File: config.mk
export PLATFORM = sky130hd
export DESIGN_NAME = frame_serializer
export DESIGN_NICKNAME = d
export VERILOG_FILES = /design/src/rtl/frame_serializer.sv
export SDC_FILE = /design/constraint.sdc
export NUM_CORES = 1
export LEC_CHECK = 0
export ABC_CLOCK_PERIOD_IN_PS = 4760
export BUFFER_PORTS_ARGS = -buffer_cell sky130_fd_sc_hd__buf_4
export CORE_ASPECT_RATIO = 1.2
export CORE_UTILIZATION = 40
export CTS_CLUSTER_SIZE = 30
export DETAILED_ROUTE_END_ITERATION = 16
export HOLD_SLACK_MARGIN = 0.03
export SYNTH_ARGS = -nofsm -noshare
export SYNTH_HDL_FRONTEND = slang
export SYNTH_SLANG_ARGS = --single-unit
export TNS_END_PERCENT = 50
File: constraint.sdc
create_clock -name clk -period 4.76 [get_ports clk]
set_input_delay 0.952 -clock clk [delete_from_list [all_inputs] [get_ports clk]]
set_output_delay 0.952 -clock clk [all_outputs]
set_load 0.03 [all_outputs]
File: src/rtl/frame_serializer.sv
// Parallel-to-serial async frame generator feeding the TX line mux.
// Frame: start(0), DATA_BITS LSB first, optional even parity, stop(1).
//
// state    | meaning
// ---------+-------------------------------------------
// S_IDLE   | line idle (mux_sel=0), waiting for send
// S_START  | start bit (0) on mux_b
// S_DATA   | data bits, LSB first, from shreg[0]
// S_PARITY | even parity of the captured word
// S_STOP   | stop bit (1); done pulses on exit
module frame_serializer #(
    parameter int CLKS_PER_BIT = 16,
    parameter int DATA_BITS    = 8,
    parameter int PARITY_EN    = 1
) (
    input  logic                 clk,
    input  logic                 rst_n,
    input  logic                 send,
    input  logic [DATA_BITS-1:0] din,
    output logic                 mux_sel,
    output logic                 mux_b,
    output logic                 busy,
    output logic                 done
);

    localparam int CW = $clog2(CLKS_PER_BIT);
    localparam int BW = $clog2(DATA_BITS);
    localparam logic [CW-1:0] BAUD_LAST = CW'(CLKS_PER_BIT - 1);
    localparam logic [BW-1:0] BIT_LAST  = BW'(DATA_BITS - 1);

    typedef enum logic [2:0] {
        S_IDLE,
        S_START,
        S_DATA,
        S_PARITY,
        S_STOP
    } state_t;

    state_t               state, state_nxt;
    logic [CW-1:0]        baud_cnt, baud_nxt;
    logic [BW-1:0]        bit_cnt, bit_nxt;
    logic [DATA_BITS-1:0] shreg, shreg_nxt;
    logic                 par, par_nxt;
    logic                 sel_nxt, b_nxt, busy_nxt, done_nxt;
    logic                 baud_end;

    assign baud_end = (baud_cnt == BAUD_LAST);

    always_ff @(posedge clk) begin
        if (!rst_n) begin
            state    <= S_IDLE;
            baud_cnt <= '0;
            bit_cnt  <= '0;
            shreg    <= '0;
            par      <= 1'b0;
            mux_sel  <= 1'b0;
            mux_b    <= 1'b1;
            busy     <= 1'b0;
            done     <= 1'b0;
        end else begin
            state    <= state_nxt;
            baud_cnt <= baud_nxt;
            bit_cnt  <= bit_nxt;
            shreg    <= shreg_nxt;
            par      <= par_nxt;
            mux_sel  <= sel_nxt;
            mux_b    <= b_nxt;
            busy     <= busy_nxt;
            done     <= done_nxt;
        end
    end

    // Outputs are computed one cycle ahead so every port comes straight from a flop.
    always_comb begin
        state_nxt = state;
        baud_nxt  = baud_cnt + 1'b1;
        bit_nxt   = bit_cnt;
        shreg_nxt = shreg;
        par_nxt   = par;
        sel_nxt   = mux_sel;
        b_nxt     = mux_b;
        busy_nxt  = busy;
        done_nxt  = 1'b0;

        unique case (state)
            S_IDLE: begin
                baud_nxt = '0;
                if (send) begin
                    shreg_nxt = din;
                    par_nxt   = ^din;
                    state_nxt = S_START;
                    sel_nxt   = 1'b1;
                    b_nxt     = 1'b0;
                    busy_nxt  = 1'b1;
                end
            end
            S_START: begin
                if (baud_end) begin
                    baud_nxt  = '0;
                    bit_nxt   = '0;
                    state_nxt = S_DATA;
                    b_nxt     = shreg[0];
                end
            end
            S_DATA: begin
                if (baud_end) begin
                    baud_nxt = '0;
                    if (bit_cnt == BIT_LAST) begin
                        if (PARITY_EN != 0) begin
                            state_nxt = S_PARITY;
                            b_nxt     = par;
                        end else begin
                            state_nxt = S_STOP;
                            b_nxt     = 1'b1;
                        end
                    end else begin
                        bit_nxt   = bit_cnt + 1'b1;
                        shreg_nxt = {1'b0, shreg[DATA_BITS-1:1]};
                        b_nxt     = shreg[1];
                    end
                end
            end
            S_PARITY: begin
                if (baud_end) begin
                    baud_nxt  = '0;
                    state_nxt = S_STOP;
                    b_nxt     = 1'b1;
                end
            end
            S_STOP: begin
                if (baud_end) begin
                    baud_nxt  = '0;
                    state_nxt = S_IDLE;
                    sel_nxt   = 1'b0;
                    b_nxt     = 1'b1;
                    busy_nxt  = 1'b0;
                    done_nxt  = 1'b1;
                end
            end
            default: begin
                state_nxt = S_IDLE;
                baud_nxt  = '0;
                sel_nxt   = 1'b0;
                b_nxt     = 1'b1;
                busy_nxt  = 1'b0;
            end
        endcase
    end

endmodule

* Yosys cells after proc, flatten, opt, wreduce, memory -nomap -nowiden *
Cells that the tools add are included.
Widths: inputs -> output; s select.

operators by class
  eq/ne operators = 14
  bitwise gates (word level) = 3
  $add $sub $neg = 2
  reduce and logical (&&, ||, !) cells = 15
  mux-type cells = 24

operators with widths
  kind                 number
  $mux 3               8
  $mux 8               3
  $pmux 8 s2           1
  $pmux 3 s5           1
  $ne 2x2->1 const B   7
  $reduce_and 4->1     3
  $mux 1               8
  $reduce_xor 8->1     1
  $eq 3x2->1 const B   2
  $eq 3x3->1 const B   2
  $pmux 3 s2           1
  $reduce_and 6->1     1
  $reduce_or 3->1      2
  $add 4x1->4 const B  1
  $eq 4x4->1 const B   1
  $pmux 1 s4           1
  $reduce_and 2->1     2
  $reduce_bool 2->1    2
  $reduce_or 4->1      1
  $add 3x1->3 const B  1
  $eq 3x1->1 const B   1
  $logic_not 3->1      1
  $not 1->1            3
  $pmux 1 s3           1
  3 further kinds      3

storage, ports and cells
  input bits = 11
  register bits = 22
  logic and storage cells = 66

* Depth between registers and ports, before layout *
Gate-level depths: netlist (run 1).

  depth in word-level cells = 4
  depth in mapped cells = 6
  mapped depth without buffers = 6

* Worst setup path before layout (run 1) *
OpenSTA, ideal clock, no wires.

  kind = in2reg
  start point = in rst_n
  end point = reg par
  data arrival time = 1634 ps
  data required time = 4690 ps
  cell stages on the path = 4
  library setup time = 70 ps
  setup slack = 3057 ps
  path buffers = 2
  path through = clkbuf_1 -> clkbuf_1 -> o21ai_0 -> a21oi_1

RTL lines
  element               RTL line  text
  start, declared       17        input logic rst_n,
  end signal, assigned  65        par <= par_nxt;
  end, declared         43        logic par, par_nxt;

==> impl_metrics.py, run 1 <==
metrics = {
    "status": {
        "run_status": "finished, final reports clean",
    },
    "synthesis": {
        "ys_ff_latch": 22,
        "ys.warnings.count": 0,
        "syn_area_um2": 1190,
        "synth_top_area_frac": 0.370,
        "synth.largest_area_cell": "dfxtp_1",
        "synth-seq-area-share": 0.370,
        "synth_area_per_cell_um2": 9.44,
        "synth_area_leaders": "dfxtp_1 37%, mux2i_1 8.4%, mux2_1 6.6%, xnor2_1 5.9%, nand2_1 4.7%",
        "synthesis.nets": 141,
        "yosysUniqueCellTypes": 39,
        "syn_inst": 126,
    },
    "layout": {
        "multi_input_area_um2": 709,
        "syn2layout_area_growth_pct": 12.7,
        "design_area_um2": 1340,
        "layout_commonest_cell": "dfxtp_1",
        "antenna_cells": 0,
        "fill_cells": 257,
        "seqCellArea_um2": 440,
        "fin_nets": 153,
        "layout_common_cells": "22 x dfxtp_1, 15 x nand2_1, 14 x buf_4",
        "drive_gt1_frac": 0.182,
        "fin_util": 0.477,
    },
    "clock_tree": {
        "cts_made_buffers": 3,
        "ctsHoldBuffers": 0,
        "clk_pin_slew_ps": 130,
        "clk_latency_ps": 310,
        "cts-root-buf": "clkbuf_4",
        "ctsResizeCount": 0,
        "postCtsSetupBuffers": 0,
        "clk_path_buf_depth": 2,
        "cts_max_level": 1,
        "cts_num_sinks": 22,
        "cts_tree": "done",
    },
    "floorplan": {
        "boundaryPins": 15,
        "rows": 21,
        "start_util": 0.423,
        "core-area_um2": 2810,
        "die_y_um": 61.7,
        "die-area_um2": 3200,
        "die_w_um": 51.8,
    },
    "pwr": {
        "peakVddDrop_mv": 0.166,
        "power_density_nw_per_um2": 268,
        "leakage_nw": 0.545,
    },
    "sta": {
        "grt_setup_unrepaired": "no",
        "hold_viol": 0,
        "fin_tns_setup_ps": 0,
        "worst_pin_slew_ps": 489,
        "min_period_over_period": 0.388,
        "maxSlewViolCount": 0,
        "finClkSkew_ps": 5.82,
        "setup_viol": 0,
        "timing.final.crit_period_ps": 1850,
        "timing.fmax_mhz": 542,
        "max_slew_margin": 0.674,
    },
    "place": {
        "port_buffers": 14,
        "placed_area_um2": 1310,
        "dp_hpwl_um": 1510,
        "gp_congestion": 0.755,
    },
    "worst_setup_path": {
        "crit_path_end_kind": "output pin",
        "critical_path.cell_chain": "buf_4",
        "cp-startpoint": "busy",
        "worstPathMaxFanout": 4,
        "worstPathArrival_ps": 890,
        "r2r_end": "bit_cnt[1]",
        "regToRegSetupSlack_ps": 3000,
        "cp_slowest_cell": "dfxtp_1",
        "cp-start-kind": "flip-flop",
        "worst_ep_required_time_ps": 3810,
        "cp_num_buf_inv": 1,
        "cp_top_family": "flip-flops",
        "max_stage_delay_ps": 400,
        "critPathKind": "flip-flop to output pin",
        "timing.rr.start": "bit_cnt[0]",
        "r2r_cells": 6,
    },
    "route": {
        "drc": 0,
        "ant_nets": 0,
        "routed_wl_um": 2100,
        "vias_per_cell": 5.24,
        "drt_pass1_iterations": 3,
        "vias": 896,
        "wire_per_inst_um": 12.3,
        "drt_iter0_markers": 13,
    },
    "grt": {
        "grt_max_degree": 28,
        "antenna_found_initial": 0,
        "grt.overflow.total": 0,
        "track_usage": 0.149,
        "grt_pass1_vias": 823,
        "grt_pass1_wl_um": 3500,
    },
    "worst_hold_path": {
        "hold_start": "baud_cnt[0]",
        "hold_path_depth": 1,
        "hold_class": "flip-flop to flip-flop",
        "hold_end": "baud_cnt[0]",
    },
    "run": {
        "drv_cap": 0,
    },
}
[through the flow]
stage,setup slack [ps],hold slack [ps],instances,total power [mW]
2_1_floorplan,3060,418,126,0.243
3_3_place_gp,2860,433,167,0.258
3_5_place_dp,2850,442,167,0.259
4_1_cts,2900,462,171,0.365
5_1_grt,2830,491,171,0.378
6_report,2910,461,171,0.360
[area by class of cell]
class,count,share of cell area
well taps,34,0.0317
multi-input cells,95,0.529
flip-flops and latches,22,0.328
clock buffers,4,0.0271
repair buffers,14,0.0784
inverters,2,0.00560
[flip-flops by register name, summed over array words and instances (netlist names)]
| register | count |
|---|---|
| bit_cnt | 3 |
| par | 1 |
| done | 1 |
| shreg | 8 |
| state | 3 |
| mux_b | 1 |
| busy | 1 |
| baud_cnt | 4 |
[cells in the mapped netlist (all sizes together)]
library cell,number
mux2,8
nor3b,4
a211o,1
nor4,1
ha,4
nand3,6
or3b,1
a21boi,1
nand2,15
xor2,2
o21ai,5
or3,1
nor2b,4
dfxtp,22
clkbuf,4
and3,2
a31o,1
nand2b,2
and2,1
inv,2
nand4b,1
nor2,9
o21a,1
a311oi,1
a22oi,2
a211oi,1
buf,3
a21oi,2
xnor2,8
nand4,1
mux2i,10
[how the worst max path moves through the flow]
stage | endpoint | slack (ps) | cells past startpoint
after floorplan | par | 3060 | 4
after global placement | shreg[4] | 2860 | 5
after detailed placement | shreg[5] | 2850 | 5
after CTS | mux_sel | 2900 | 1
after global routing | bit_cnt[1] | 2830 | 4
final | mux_sel | 2910 | 1
[power breakdown]
group / internal, mW / total [mW] / switching (mW)
registers: 0.193 / 0.199 / 0.00661
clock network: 0.0467 / 0.106 / 0.0594
logic: 0.0278 / 0.0549 / 0.0270
total: 0.267 / 0.360 / 0.0930
[cells by family after synthesis]
logic type	after synthesis	synth area share
xor gates and xnor gates	10	0.0736
DFF	22	0.370
muxes	18	0.160
AOI/OAI and AO/OA	15	0.0925
adders and majority gates	4	0.0421
and+or+nand+nor	48	0.228
buffers and inverters	9	0.0337
[metal layers]
metal  vias to the layer above  GRT usage  wire length, µm
met5                         -          0                0
met4                         0     0.0579               33
met3                         5     0.0219               49
met2                        14      0.280             1010
met1                       419      0.169             1000
li1                        458          -                -
Power figures use the tool's default switching activity.
==> run 2: changes to the inputs <==
--- a/config.mk
+++ b/config.mk
@@ -5,7 +5,8 @@
 export SDC_FILE = /design/constraint.sdc
 export NUM_CORES = 1
 export LEC_CHECK = 0
-export ABC_CLOCK_PERIOD_IN_PS = 4760
+export ABC_AREA = 1
+export ABC_CLOCK_PERIOD_IN_PS = 1600
 export BUFFER_PORTS_ARGS = -buffer_cell sky130_fd_sc_hd__buf_4
 export CORE_ASPECT_RATIO = 1.2
 export CORE_UTILIZATION = 40
==> constraint.sdc (replaced) <==
create_clock -name clk -period 1.6 [get_ports clk]
set_input_delay 0.32 -clock clk [delete_from_list [all_inputs] [get_ports clk]]
set_output_delay 0.32 -clock clk [all_outputs]
set_load 0.03 [all_outputs]
==> run 2 against run 1 <==
Compared with the run above: core utilization increased by 0.52 points; hold slack worse by 220 ps; sequential power rose to 4.0 times the previous value; wire length is 29% higher; final cell count is 35% higher; die area grew 12%.
==> impl_metrics.py, run 2 <==
metrics = {
    "status": {
        "run_status": "finished, final reports clean",
    },
    "pwr": {
        "p_total_mw": 2.14,
        "leakage_nw": 0.651,
        "power_density_nw_per_um2": 1430,
        "peakVddDrop_mv": 0.796,
    },
    "worst_setup_path": {
        "critPathKind": "flip-flop to flip-flop",
        "r2r_end": "shreg[2]",
        "cp-start-kind": "flip-flop",
        "worstPathArrival_ps": 1670,
        "regToRegSetupSlack_ps": 130,
        "r2r_cells": 6,
        "cp-startpoint": "bit_cnt[0]",
        "crit_path_end_kind": "flip-flop",
        "worst_ep_required_time_ps": 1800,
        "worstPathMaxFanout": 8,
        "timing.rr.start": "bit_cnt[0]",
    },
    "clock_tree": {
        "clk_path_buf_depth": 2,
        "clk_latency_ps": 320,
        "cts_max_level": 1,
        "postCtsSetupBuffers": 0,
        "clk_pin_slew_ps": 130,
        "ctsHoldBuffers": 0,
        "cts_num_sinks": 22,
        "cts_tree": "done",
        "cts-root-buf": "clkbuf_4",
        "ctsResizeCount": 0,
        "cts_made_buffers": 3,
    },
    "sta": {
        "min_period_over_period": 0.919,
        "worst_pin_slew_ps": 528,
        "max_slew_margin": 0.648,
        "timing.final.crit_period_ps": 1470,
        "layout_setup_ws_ps": 130,
        "finClkSkew_ps": 6.59,
        "fin_tns_setup_ps": 0,
        "setup_viol": 0,
        "timing.fmax_mhz": 680,
        "hold_viol": 0,
        "grt_setup_unrepaired": "no",
        "maxSlewViolCount": 0,
    },
    "layout": {
        "fill_cells": 305,
        "drive_gt1_frac": 0.226,
        "layout_commonest_cell": "nand2_1",
        "antenna_cells": 0,
        "layout_common_cells": "59 x nand2_1, 22 x dfxtp_1, 17 x nor2_1, 17 x nand3_1, 14 x buf_4",
        "syn2layout_area_growth_pct": 12.3,
        "top_regs": "shreg (8), baud_cnt (4)",
        "fin_nets": 211,
        "largest_reg_flops": 8,
        "final_cells": 231,
        "largest_register": "shreg",
    },
    "floorplan": {
        "boundaryPins": 15,
        "die_y_um": 65.3,
        "core-area_um2": 3110,
        "start_util": 0.430,
        "die-area_um2": 3580,
        "rows": 22,
        "die_w_um": 54.8,
    },
    "synthesis": {
        "synth_edf_count": 0,
        "ys_ff_latch": 22,
        "synth-seq-area-share": 0.330,
        "synth_area_leaders": "dfxtp_1 33%, nand2_1 17%, nand3_1 6.4%, nor2_1 4.8%, a21oi_2 4.6%",
        "synth-main-ff-cell": "dfxtp_1",
        "syn_area_um2": 1340,
        "synth.largest_area_cell": "dfxtp_1",
        "async_flop_share": 0,
        "ys.warnings.count": 0,
        "synth_top_area_frac": 0.330,
        "synthesis.nets": 196,
        "yosysUniqueCellTypes": 30,
        "synth_area_per_cell_um2": 7.38,
        "yosys-top-cells-count": "59 x nand2_1, 22 x dfxtp_1, 17 x nand3_1, 17 x nor2_1, 11 x inv_1",
        "synth_most_common_cell": "nand2_1",
        "syn_inst": 181,
    },
    "route": {
        "drc": 0,
        "vias": 1143,
        "vias_per_cell": 4.95,
        "drt_iter0_markers": 21,
        "ant_nets": 0,
        "wire_per_inst_um": 11.7,
        "drt_pass1_iterations": 4,
        "routed_wl_um": 2710,
    },
    "grt": {
        "grt_max_degree": 13,
        "grt.overflow.total": 0,
        "antenna_found_initial": 0,
        "grt_pass1_vias": 1124,
        "grt_pass1_wl_um": 4720,
        "track_usage": 0.179,
    },
    "place": {
        "placed_cells": 227,
        "gp_congestion": 0.886,
        "pre_cts_ws_ps": 144,
        "port_buffers": 14,
        "dp_hpwl_um": 2140,
    },
    "worst_hold_path": {
        "hold_path_depth": 2,
        "hold_start": "rst_n",
        "hold_class": "input port to flip-flop",
        "hold_end": "mux_b",
    },
    "run": {
        "drv_cap": 0,
    },
}
## run 2: through the flow
step	util	hold WS, ps	cell area (µm²)
after floorplan	-	418	1340
after global placement	0.469	438	1460
after detailed placement	0.469	440	1460
after CTS	0.481	242	1500
after global routing	0.482	236	1500
final	0.482	243	1500
## run 2: routing by layer
metal	wire [µm]	share of wire	track usage
met5	0	0	0
met4	58	0.021	0.0865
met3	61	0.023	0.0208
met2	1330	0.49	0.291
met1	1260	0.46	0.224
## run 2: critical path, cell delays in order, from the launching register on
cell     delay [ps]
dfxtp_1         350
ha_1            220
ha_1            230
o21ai_4         280
nand2_4         130
nand2_1          90
a21oi_2          50
## run 2: power breakdown
part	leakage (nW)	internal [mW]	switching, mW
clock network	0.0210	0.139	0.182
registers	0.180	0.676	0.119
logic	0.450	0.369	0.659
total	0.651	1.18	0.960
## run 2: layout make-up
cell class,count,area (µm²),area share
Clock buffer,4,36.3,0.0242
Inverter,12,45.0,0.0300
Multi-Input combinational cell,143,828,0.552
Sequential cell,22,440,0.294
Tap cell,36,45.0,0.0300
Timing Repair Buffer,14,105,0.0701
## run 2: worst max-delay path by stage
stage | slack [ps] | cells past startpoint | to
6_report | 130 | 6 | shreg[2]
5_1_grt | 5 | 9 | state[2]
4_1_cts | 130 | 6 | shreg[2]
3_5_place_dp | 140 | 6 | shreg[0]
3_3_place_gp | 160 | 8 | state[0]
2_1_floorplan | 260 | 6 | shreg[1]
## run 2: kinds of logic (layout without fill, tap and decap cells)
group	count (synthesis)	count (layout)	share of synthesized area
xor+xnor	9	9	0.0590
flops	22	22	0.330
buf+inv	16	30	0.0543
simple gates	112	112	0.419
compound gates	18	18	0.101
fa+ha+maj	4	4	0.0375
